==> src/rtl/tx_access_scheduler.sv <==
// Transmit-side medium access: carrier sense, DIFS/SIFS, backoff,
// ACK priority and ACK-timeout retransmission for the shared link.
module tx_access_scheduler #(
   parameter int CLK_FREQ         = 100_000_000,
   parameter int BIT_RATE         = 50000,
   parameter int SLOT_BITS        = 8,
   parameter int DIFS_SLOTS       = 2,
   parameter int SIFS_BITS        = 8,
   parameter int ACK_TIMEOUT_BITS = 256,
   parameter int MAX_RETRY        = 5
) (
   input  logic       clk,
   input  logic       rst,
   input  logic       cardet,
   input  logic       ack_needed,
   input  logic [7:0] ack_dest,
   input  logic       ack_received,
   input  logic       data_req,
   input  logic [7:0] data_dest,
   input  logic       tx_done,
   output logic       tx_start,
   output logic       tx_kind,
   output logic [7:0] tx_dest,
   output logic       data_done,
   output logic       data_fail,
   output logic [3:0] retry_cnt
);

   localparam int CPB  = CLK_FREQ / BIT_RATE;
   localparam int DW   = (CPB > 1) ? $clog2(CPB) : 1;
   localparam int DIFS = DIFS_SLOTS * SLOT_BITS;

   typedef enum logic [2:0] {
      S_IDLE,
      S_DIFS,
      S_BACKOFF,
      S_SEND,
      S_SIFS,
      S_WAIT_TX,
      S_WAIT_ACK
   } state_t;

   state_t      state_q;
   logic [DW-1:0] div_q;
   logic [7:0]  lfsr_q;
   logic        ack_pend_q;
   logic [7:0]  ack_dest_q;
   logic        armed_q;
   logic [7:0]  dest_q;
   logic        bcast_q;
   logic        data_act_q;
   logic [3:0]  retry_q;
   logic [7:0]  bo_q;
   logic        bo_ld_q;
   logic [15:0] tmr_q;
   logic [7:0]  slot_q;
   logic        tx_start_q;
   logic        tx_kind_q;
   logic [7:0]  tx_dest_q;
   logic        done_q;
   logic        fail_q;
   logic        tick;
   logic        ack_sent;

   // Contention window grows 3,7,15,... with retries, capped at 255
   function automatic logic [7:0] cw_of(input logic [3:0] r);
      if (r >= 4'd6) cw_of = 8'hFF;
      else           cw_of = 8'((9'd4 << r) - 9'd1);
   endfunction

   assign tick = (div_q == DW'(CPB - 1));

   assign ack_sent = (state_q == S_SIFS) && !cardet && tick &&
                     (tmr_q == 16'(SIFS_BITS - 1));

   assign tx_start  = tx_start_q;
   assign tx_kind   = tx_kind_q;
   assign tx_dest   = tx_dest_q;
   assign data_done = done_q;
   assign data_fail = fail_q;
   assign retry_cnt = retry_q;

   // Free-running bit-period divider
   always_ff @(posedge clk or negedge rst) begin
      if (!rst)      div_q <= '0;
      else if (tick) div_q <= '0;
      else           div_q <= div_q + 1'b1;
   end

   // Backoff random source, advances every clock
   always_ff @(posedge clk or negedge rst) begin
      if (!rst) lfsr_q <= 8'hA5;
      else      lfsr_q <= {lfsr_q[6:0],
                           lfsr_q[7] ^ lfsr_q[5] ^ lfsr_q[4] ^ lfsr_q[3]};
   end

   // Pending-ACK latch; a newer request overwrites the destination
   always_ff @(posedge clk or negedge rst) begin
      if (!rst) begin
         ack_pend_q <= 1'b0;
         ack_dest_q <= 8'h00;
      end else if (ack_needed) begin
         ack_pend_q <= 1'b1;
         ack_dest_q <= ack_dest;
      end else if (ack_sent) begin
         ack_pend_q <= 1'b0;
      end
   end

   // Access FSM with registered transmitter and status outputs
   always_ff @(posedge clk or negedge rst) begin
      if (!rst) begin
         state_q    <= S_IDLE;
         armed_q    <= 1'b1;
         dest_q     <= 8'h00;
         bcast_q    <= 1'b0;
         data_act_q <= 1'b0;
         retry_q    <= 4'd0;
         bo_q       <= 8'h00;
         bo_ld_q    <= 1'b0;
         tmr_q      <= 16'd0;
         slot_q     <= 8'd0;
         tx_start_q <= 1'b0;
         tx_kind_q  <= 1'b0;
         tx_dest_q  <= 8'h00;
         done_q     <= 1'b0;
         fail_q     <= 1'b0;
      end else begin
         tx_start_q <= 1'b0;
         done_q     <= 1'b0;
         fail_q     <= 1'b0;
         if (!data_req) armed_q <= 1'b1;
         unique case (state_q)
            S_IDLE: begin
               if (ack_pend_q) begin
                  tmr_q   <= 16'd0;
                  state_q <= S_SIFS;
               end else if (data_req && armed_q) begin
                  dest_q     <= data_dest;
                  bcast_q    <= (data_dest == 8'h2A);
                  retry_q    <= 4'd0;
                  armed_q    <= 1'b0;
                  data_act_q <= 1'b1;
                  bo_ld_q    <= 1'b0;
                  tmr_q      <= 16'd0;
                  state_q    <= S_DIFS;
               end
            end
            S_DIFS: begin
               if (ack_pend_q) begin
                  tmr_q   <= 16'd0;
                  state_q <= S_SIFS;
               end else if (cardet) begin
                  tmr_q <= 16'd0;
               end else if (tick) begin
                  if (tmr_q == 16'(DIFS - 1)) begin
                     if (!bo_ld_q) begin
                        bo_q    <= lfsr_q & cw_of(retry_q);
                        bo_ld_q <= 1'b1;
                     end
                     slot_q  <= 8'd0;
                     state_q <= S_BACKOFF;
                  end else begin
                     tmr_q <= tmr_q + 16'd1;
                  end
               end
            end
            S_BACKOFF: begin
               if (ack_pend_q) begin
                  tmr_q   <= 16'd0;
                  state_q <= S_SIFS;
               end else if (cardet) begin
                  tmr_q   <= 16'd0;
                  state_q <= S_DIFS;
               end else if (bo_q == 8'h00) begin
                  state_q <= S_SEND;
               end else if (tick) begin
                  if (slot_q == 8'(SLOT_BITS - 1)) begin
                     slot_q <= 8'd0;
                     bo_q   <= bo_q - 8'd1;
                  end else begin
                     slot_q <= slot_q + 8'd1;
                  end
               end
            end
            S_SEND: begin
               tx_start_q <= 1'b1;
               tx_kind_q  <= 1'b0;
               tx_dest_q  <= dest_q;
               state_q    <= S_WAIT_TX;
            end
            S_SIFS: begin
               if (cardet) begin
                  tmr_q <= 16'd0;
               end else if (tick) begin
                  if (tmr_q == 16'(SIFS_BITS - 1)) begin
                     tx_start_q <= 1'b1;
                     tx_kind_q  <= 1'b1;
                     tx_dest_q  <= ack_dest_q;
                     state_q    <= S_WAIT_TX;
                  end else begin
                     tmr_q <= tmr_q + 16'd1;
                  end
               end
            end
            S_WAIT_TX: begin
               if (tx_done) begin
                  tmr_q <= 16'd0;
                  if (tx_kind_q) begin
                     state_q <= data_act_q ? S_DIFS : S_IDLE;
                  end else if (bcast_q) begin
                     done_q     <= 1'b1;
                     data_act_q <= 1'b0;
                     state_q    <= S_IDLE;
                  end else begin
                     state_q <= S_WAIT_ACK;
                  end
               end
            end
            S_WAIT_ACK: begin
               if (ack_received) begin
                  done_q     <= 1'b1;
                  data_act_q <= 1'b0;
                  state_q    <= S_IDLE;
               end else if (tick) begin
                  if (tmr_q == 16'(ACK_TIMEOUT_BITS - 1)) begin
                     retry_q <= retry_q + 4'd1;
                     tmr_q   <= 16'd0;
                     if (retry_q >= 4'(MAX_RETRY)) begin
                        fail_q     <= 1'b1;
                        data_act_q <= 1'b0;
                        state_q    <= S_IDLE;
                     end else begin
                        bo_ld_q <= 1'b0;
                        state_q <= S_DIFS;
                     end
                  end else begin
                     tmr_q <= tmr_q + 16'd1;
                  end
               end
            end
            default: state_q <= S_IDLE;
         endcase
      end
   end

endmodule

==> config.mk <==
export PLATFORM = sky130hd
export DESIGN_NAME = tx_access_scheduler
export DESIGN_NICKNAME = d
export VERILOG_FILES = /design/src/rtl/tx_access_scheduler.sv
export SDC_FILE = /design/constraint.sdc
export NUM_CORES = 1
export LEC_CHECK = 0
export BUFFER_PORTS_ARGS = -buffer_cell sky130_fd_sc_hd__buf_2
export CAP_MARGIN = 30
export CORE_ASPECT_RATIO = 1.5
export CORE_MARGIN = 1.5
export CORE_UTILIZATION = 56
export CTS_BUF_LIST = sky130_fd_sc_hd__clkbuf_4
export DETAILED_ROUTE_END_ITERATION = 6
export GPL_ROUTABILITY_DRIVEN = 0
export PLACE_DENSITY_LB_ADDON = 0.2
export SYNTH_ARGS = -nofsm -noshare
export SYNTH_HDL_FRONTEND = slang
export SYNTH_SLANG_ARGS = --single-unit
export TNS_END_PERCENT = 1
==> constraint.sdc <==
create_clock -name clk -period 2.7 [get_ports clk]
set_clock_uncertainty 0.05 [all_clocks]
set_input_delay 0.81 -clock clk [delete_from_list [all_inputs] [get_ports clk]]
set_output_delay 0.81 -clock clk [all_outputs]
set_load 0.02 [all_outputs]
==> impl_results.md, run 1 <==
* Final wirelength at 10.9 mm
* Syn Inst Count at between 400 and 500
* Starting Density at 57.6%
* Top cells by area, synth: dfrtp_1 (45%), mux2_2 (7.5%), nor2_1 (4.0%)
* Worst hold slack at 0.156 ns
* Warnings from Yosys at 0
* Sequential-to-total area share from yosys stat at a little under half
* Fin. Hold Viols at 0
* Detailed Routing Iterations Pass 1 at 5
* Final Cell Area at 5670 µm²
* Deepest clock path buffer count at 2
* Core area at roughly 8400 µm²
* Worst Path Max Fanout at 8
* Peak VDD IR at approximately 0.35 mV
* Tightest Pin Transition at 0.625 ns
* XOR/XNOR Fraction of Synth Area at under 10%
* Vias in the first global route at between 4,000 and 5,000
* Tightest Hold Check Type: in2async
* Pwr Total at about 0.0023 W
* CTS tree: done
* IO Port Bufs at 38
* Headroom to the max-slew limit at 58.0%
* First-pass GRT wire length at between 15 and 20 mm
* # DRC at 0
* Clock sink count at just over 90
* Iteration-0 DRC Markers at 229
* Leading area contributor after synthesis: dfrtp_1
* FP Rows at 41
* Register bit total from synthesis at slightly above 90
* Via count at approximately 4,000
* TritonCTS Buffers at 9
* Post-route clock period utilization at 101%
* Synth Area in Simple Gates at between 20% and 30%
* Hold_buf cts at 0
* GR Util All Layers at 25.6%
* WP data required at 2.99 ns
* Chip Width at around 80 µm
* Critical path origin: tmr_q[14]$_DFFE_PN0P_
* Power per standard cell area at between 400 and 500 nW/µm²
* Mux cell area share after synthesis at roughly 8%
* FF-to-FF End: bo_q[0]$_DFFE_PN0P_
* Routed len/inst at ~16 µm
* Root Driver: clkbuf_4
* DP HPWL at about 7.9 mm
* Max Cap Viol at 0
* Clk_lat worst skew at between 0.4 and 0.5 ns
* Die area at 9180 µm²
* Outcome: finished with violations
* Adder-cell area share of the yosys netlist at 2.86%
* Synth top area share at between 40% and 50%
* Worst r2r src: tmr_q[14]$_DFFE_PN0P_
* RSZ-0062 raised after global routing: true
* Leakage at about 2.6 nW
* Placed Area at ~5400 µm²
* Arrival @ worst endpoint at 3.01 ns
* IO Pins at 39
* Sum of negative setup slack at -0.0232 ns
* Mapped Nets at around 530
* Final setup fails at 2
* Max-slew violations at 0
* Share of layout cells above drive strength 1 at roughly 27%
* Largest net degree at the start of global routing at 45
* Min cycle time layout at around 2.7 ns
* Crit path kind: reg2reg
* Final ANT Viol Nets at 0
* CP Capture Type: register
* Total congestion overflow at 0
* Post-synth EDFFs at 0
* Vias per inst at just under 6
* Area growth syn-to-layout at 17.6%
* Post-synth ARST share at between 90% and 100%
* Worst-path clk slew at 0.16 ns
* Die height at between 100 and 150 µm
* Final worst slack at -0.0162 ns
* Syn avg cell area at roughly 9.7 µm²
* Failing checks: negative setup slack
* R2r worst-path depth at 7
* Final nets at roughly 600
* Synth Area in Compound Gates at 14.6%
* # H-tree levels at 3
* Highest clock rate at between 300 and 400 MHz
* Main combinational cell family by area after synthesis: simple AND/OR/NAND/NOR gates
* Initial antenna violation count at 1
* Mapped cell area at between 4000 and 5000 µm²
* Flop-to-flop setup slack at -0.02 ns
* Setup crit end: bo_q[0]$_DFFE_PN0P_
* Critical Path Start Type: register
* Synth cell types at 58
* Most used DFF post-synth: dfrtp_1
## per-stage QoR
stage               utilization [%]  worst slack, ns  std cells
floorplan                         -          -0.0620        499
global placement               65.0          -0.0383        670
detailed placement             65.0          -0.0357        670
CTS                            67.3          0.00159        689
global route                   67.8          -0.0577        692
finish                         67.8          -0.0162        692
## sequential cells by signal, summed over array words and instances, names as in the netlist
signal      flops
ack_dest_q      8
ack_pend_q      1
armed_q         1
bcast_q         1
bo_ld_q         1
bo_q            8
data_act_q      1
data_done       1
data_fail       1
dest_q          8
div_q          11
lfsr_q          8
retry_cnt       4
slot_q          8
state_q         3
tmr_q          16
tx_dest         8
tx_kind         1
tx_start        1
## cells in the mapped netlist, drive strengths merged (11+ instances only)
cell type	instances
inv	20
o21ai	40
nor2	51
clkbuf	20
dfrtp	86
a21oi	22
nand3	20
nor3	17
nand2	36
ha	11
mux2	32
## what timing repair did
| item | in CTS | in global routing |
|---|---|---|
| buffers inserted | 2 | 2 |
| cloned | 1 | 0 |
| resized for setup | 7 | 4 |
| setup endpoints to repair | 9 | 17 |
| pin swaps | 1 | 1 |
| endpoints found under the hold margin | 0 | 0 |
## worst min-delay path by stage
| stage | start | to | slack (ns) | cells after the start |
|---|---|---|---|---|
| detailed placement | lfsr_q[6]$_DFF_PN0_ | lfsr_q[7]$_DFF_PN1_ | 0.31 | 0 |
| floorplan | lfsr_q[6]$_DFF_PN0_ | lfsr_q[7]$_DFF_PN1_ | 0.30 | 0 |
| global placement | lfsr_q[6]$_DFF_PN0_ | lfsr_q[7]$_DFF_PN1_ | 0.31 | 0 |
| global route | rst | tx_start$_DFF_PN0_ | 0.15 | 1 |
| CTS | rst | tx_start$_DFF_PN0_ | 0.14 | 1 |
| finish | rst | tx_start$_DFF_PN0_ | 0.16 | 1 |
## kinds of logic (layout without fill, tap and decap cells)
| kind of cell | count (synthesis) | count (layout) |
|---|---|---|
| muxes | 35 | 35 |
| DFF | 91 | 91 |
| adders and majority gates | 11 | 11 |
| and+or+nand+nor | 192 | 192 |
| AOI/OAI and AO/OA | 111 | 111 |
| other | 0 | 1 |
| buffers and inverters | 43 | 128 |
| xor gates and xnor gates | 16 | 16 |
## cells in the final DEF, fill, tap and decap left out, types with 17 or more instances in the layout
| cell | instances |
|---|---|
| inv_1 | 20 |
| nand3_1 | 19 |
| mux2_2 | 32 |
| a21oi_1 | 21 |
| nor3_1 | 17 |
| nor2_1 | 51 |
| buf_4 | 53 |
| nand2_1 | 36 |
| o21ai_0 | 34 |
| buf_2 | 37 |
| dfrtp_1 | 86 |
## per-layer routing
layer  GRT usage [%]  part of all wire [%]
met1            29.1                    41
met4            12.1                   2.4
met5               0                     0
met2            46.6                    53
met3            4.22                   3.6
## area by class of cell
cell class                      count  area (µm²)
Fill cell                         704        2700
Multi-Input combinational cell    365        2410
Sequential cell                    91        2280
Timing Repair Buffer               92         614
Tap cell                          107         134
Clock inverter                      7        76.3
Inverter                           20        75.1
Clock buffer                        9        67.6
Antenna cell                        1        2.50
## where the power goes
part	internal, W	switching, W
Sequential	0.00139	0.0000205
Combinational	0.0000619	0.0000757
Clock	0.000289	0.000485
## worst max-delay path, cell delays in order, from the launching register on
cell	delay (ns)
dfrtp_1	0.41
or4_4	0.54
or3b_4	0.41
o41a_1	0.38
or4_4	0.45
buf_6	0.16
a21oi_1	0.12
o22ai_1	0.09
Power figures use the tool's default switching activity.
==> run 2, diff against run 1 <==
- CORE_ASPECT_RATIO: 1.5 -> 0.75
==> run 2 against run 1 <==
Effect of this change:
- the flow still finishes with violations (negative setup slack)
- wire length grew 0.68%
- highest routed layer unchanged
- combinational power hardly changed
- setup slack got worse by 0.013 ns
- worst hold slack gained 0.036 ns
- global-route usage is 0.47 points higher
- cell area grew 0.57%
- sequential power about the same
- critical path type unchanged
- sequential share of layout area shrank 0.23 points
==> impl_results.md, run 2 (synthesis gave the netlist of run 1 again) <==
* Multi-input gate area at 2420 µm² (+0.52%)
* Power per standard cell area at 438 nW/µm² (+6.9%)
* RSZ-0062 raised after global routing: true
* Max-slew violations at 0 (unchanged)
* Critical Path Start Type: register
* Flop-to-flop setup slack at -0.03 ns (about the same)
* Routed len/inst at 16.0 µm (+1.1%)
* Die height at 83.3 µm (-29%)
* Arrival @ worst endpoint at 3.04 ns (+0.03 ns)
* Placed Area at 5450 µm² (+0.30%)
* # DRC at 0 (unchanged)
* FP Rows at 29 (-29%)
* IO Port Bufs at 38 (unchanged)
* Sum of negative setup slack at -0.119 ns (-0.0955 ns)
* CTS tree: done
* Max reg flops at 16 (unchanged)
* Area growth syn-to-layout at 18.3%
* Final wirelength at 11.0 mm (+0.68%)
* Die area at 9170 µm² (about the same)
* Comb pwr share at 5.7% (-0.2 points)
* R2r worst-path depth at 7 (unchanged)
* P_int at 0.00194 W (+11%)
* Seq pwr share at 56.4% (-4.3 points)
* Fin. Hold Viols at 0 (unchanged)
* Iteration-0 DRC Markers at 368 (+61%)
* Pre-CTS setup slack at -0.0364 ns (-0.000701 ns)
* FF-to-FF End: bo_q[2]$_DFFE_PN0P_
* Biggest regs: tmr_q: 16 flops, div_q: 11 flops
* Commonest non-fill, non-tap cell in the layout: dfrtp_1
* Worst-path clk slew at 0.14 ns (-0.02 ns)
* Pwr Total at 0.00250 W (+7.5%)
* Switching power at 0.000558 W (-4.0%)
* Metal-1 WL at 5.15 mm (+15%)
* Most frequent cells in the layout: dfrtp_1 (86), nor2_1 (51), buf_4 (49)
* Max Cap Viol at 0 (unchanged)
* Root Driver: clkbuf_4
* CP Capture Type: register
* DP HPWL at 8.14 mm (+2.9%)
* Largest net degree at the start of global routing at 46 (+2.2%)
* Final setup fails at 6 (+4)
* Layout fillers at 657 (-6.7%)
* # H-tree levels at 3 (unchanged)
* GR Util All Layers at 26.1% (+0.47 points)
* Worst Path Max Fanout at 16 (+8)
* Worst r2r src: tmr_q[14]$_DFFE_PN0P_
* Share of layout cells above drive strength 1 at 27.2% (-0.032 points)
* TritonCTS Buffers at 9 (unchanged)
* Headroom to the max-slew limit at 56.0% (-2.0 points)
* DR WL met3 at 545 µm (+38%)
* Tightest Hold Check Type: in2async
* Failing checks: negative setup slack
* IO Pins at 39 (unchanged)
* Deepest clock path buffer count at 2 (unchanged)
* Vias per inst at 5.92 (-0.44%)
* Register Area at 2280 µm² (unchanged)
* Total congestion overflow at 0 (unchanged)
* Clock sink count at 91 (unchanged)
* Via count at 4,079 (-0.87%)
* Crit path kind: reg2reg
* First-pass GRT wire length at 18.7 mm (+2.1%)
* Final nets at 610 (-0.49%)
* # diodes at 0 (-1)
* Min cycle time layout at 2.73 ns (+0.0134 ns)
* Leakage at 2.60 nW (+0.88%)
* Net Sw Frac at 22.3% (-2.7 points)
* Tightest Pin Transition at 0.655 ns (+0.0300 ns)
* Final Cell Area at 5700 µm² (+0.57%)
* Outcome: finished with violations
* Final ANT Viol Nets at 0 (unchanged)
* Vias in the first global route at 3,949 (-3.2%)
* Top layer in use: met4
* Starting Density at 57.2% (-0.39 points)
* Detailed Routing Iterations Pass 1 at 5 (unchanged)
* Peak VDD IR at 0.324 mV (-7.4%)
* Clock network power share at 37.9% (+4.6 points)
* Core area at 8420 µm² (+0.67%)
* Reg with most FFs: tmr_q
* Highest clock rate at 366 MHz (-0.49%)
* Clk_lat worst skew at 0.46 ns (about the same)
* Worst hold slack at 0.192 ns (+0.0358 ns)
* Post-route clock period utilization at 101% (+0.50 points)
* Routed wl met2 at 5.17 mm (-11%)
* WP data required at 3.01 ns (+0.02 ns)
* Initial antenna violation count at 0 (-1)
* Chip Width at 110 µm (+40%)
* Final worst slack at -0.0296 ns (-0.0134 ns)
-- run 2: changes by cell type in the layout (fill, tap and decap cells not counted), moves of 2 or more --
| cell | change |
|---|---|
| bufinv_16 | +2 |
| clkbuf_4 | +2 |
| a21oi_1 | -2 |
| inv_6 | -2 |
| clkinv_4 | -2 |
| buf_4 | -4 |
-- run 2: area by class of cell --
type	instances	share of cell area, %
clock buffers	11	1.45
clock inverters	5	1.78
inverters	20	1.32
multi-input cells	365	42.6
flip-flops and latches	91	40.1
well taps	108	2.37
repair buffers	89	10.5
-- run 2: per-stage QoR --
stage	cells	utilization, %
2_1_floorplan	499	-
3_3_place_gp	673	64.8
3_5_place_dp	673	64.8
4_1_cts	689	67.1
5_1_grt	689	67.7
6_report	689	67.7
-- run 2: worst max-delay path by stage --
stage,slack (ns),cells after the start,end,startpoint
finish,-0.03,7,bo_q[2]$_DFFE_PN0P_,tmr_q[14]$_DFFE_PN0P_
global route,-0.11,7,bo_q[2]$_DFFE_PN0P_,tmr_q[14]$_DFFE_PN0P_
CTS,0.006,7,bo_q[0]$_DFFE_PN0P_,tmr_q[14]$_DFFE_PN0P_
detailed placement,-0.04,8,state_q[1]$_DFFE_PN0P_,tmr_q[14]$_DFFE_PN0P_
global placement,-0.03,8,state_q[0]$_DFFE_PN0P_,tmr_q[14]$_DFFE_PN0P_
floorplan,-0.06,7,bo_q[3]$_DFFE_PN0P_,tmr_q[14]$_DFFE_PN0P_
-- run 2: repair_timing --
item                                    4_1_cts  5_1_grt
hold buffers                                  0        0
endpoints found under the setup margin        7       37
pin swaps                                     1        0
resized for setup                             4        9
setup buffers                                 0        0
-- run 2: routing by layer --
metal	up-vias	track usage, %
li1	1963	-
met3	14	6.83
met1	1995	37.6
met2	107	39.4
met5	-	0
met4	0	6.41
-- run 2: power by group through the flow --
stage | clock [W] | combinational [W] | sequential, W
CTS | 0.000960 | 0.000143 | 0.00141
floorplan | 0 | 0.0000678 | 0.00143
global placement | 0 | 0.000135 | 0.00143
global route | 0.00102 | 0.000159 | 0.00141
finish | 0.000945 | 0.000141 | 0.00141
detailed placement | 0 | 0.000143 | 0.00143
-- run 2: worst max-delay path, stage by stage (launching register included) --
cell,delay [ns]
dfrtp_1,0.40
or4_4,0.54
or3b_4,0.41
o41a_1,0.42
or4_4,0.43
buf_6,0.17
o21ai_1,0.14
o21ai_1,0.08
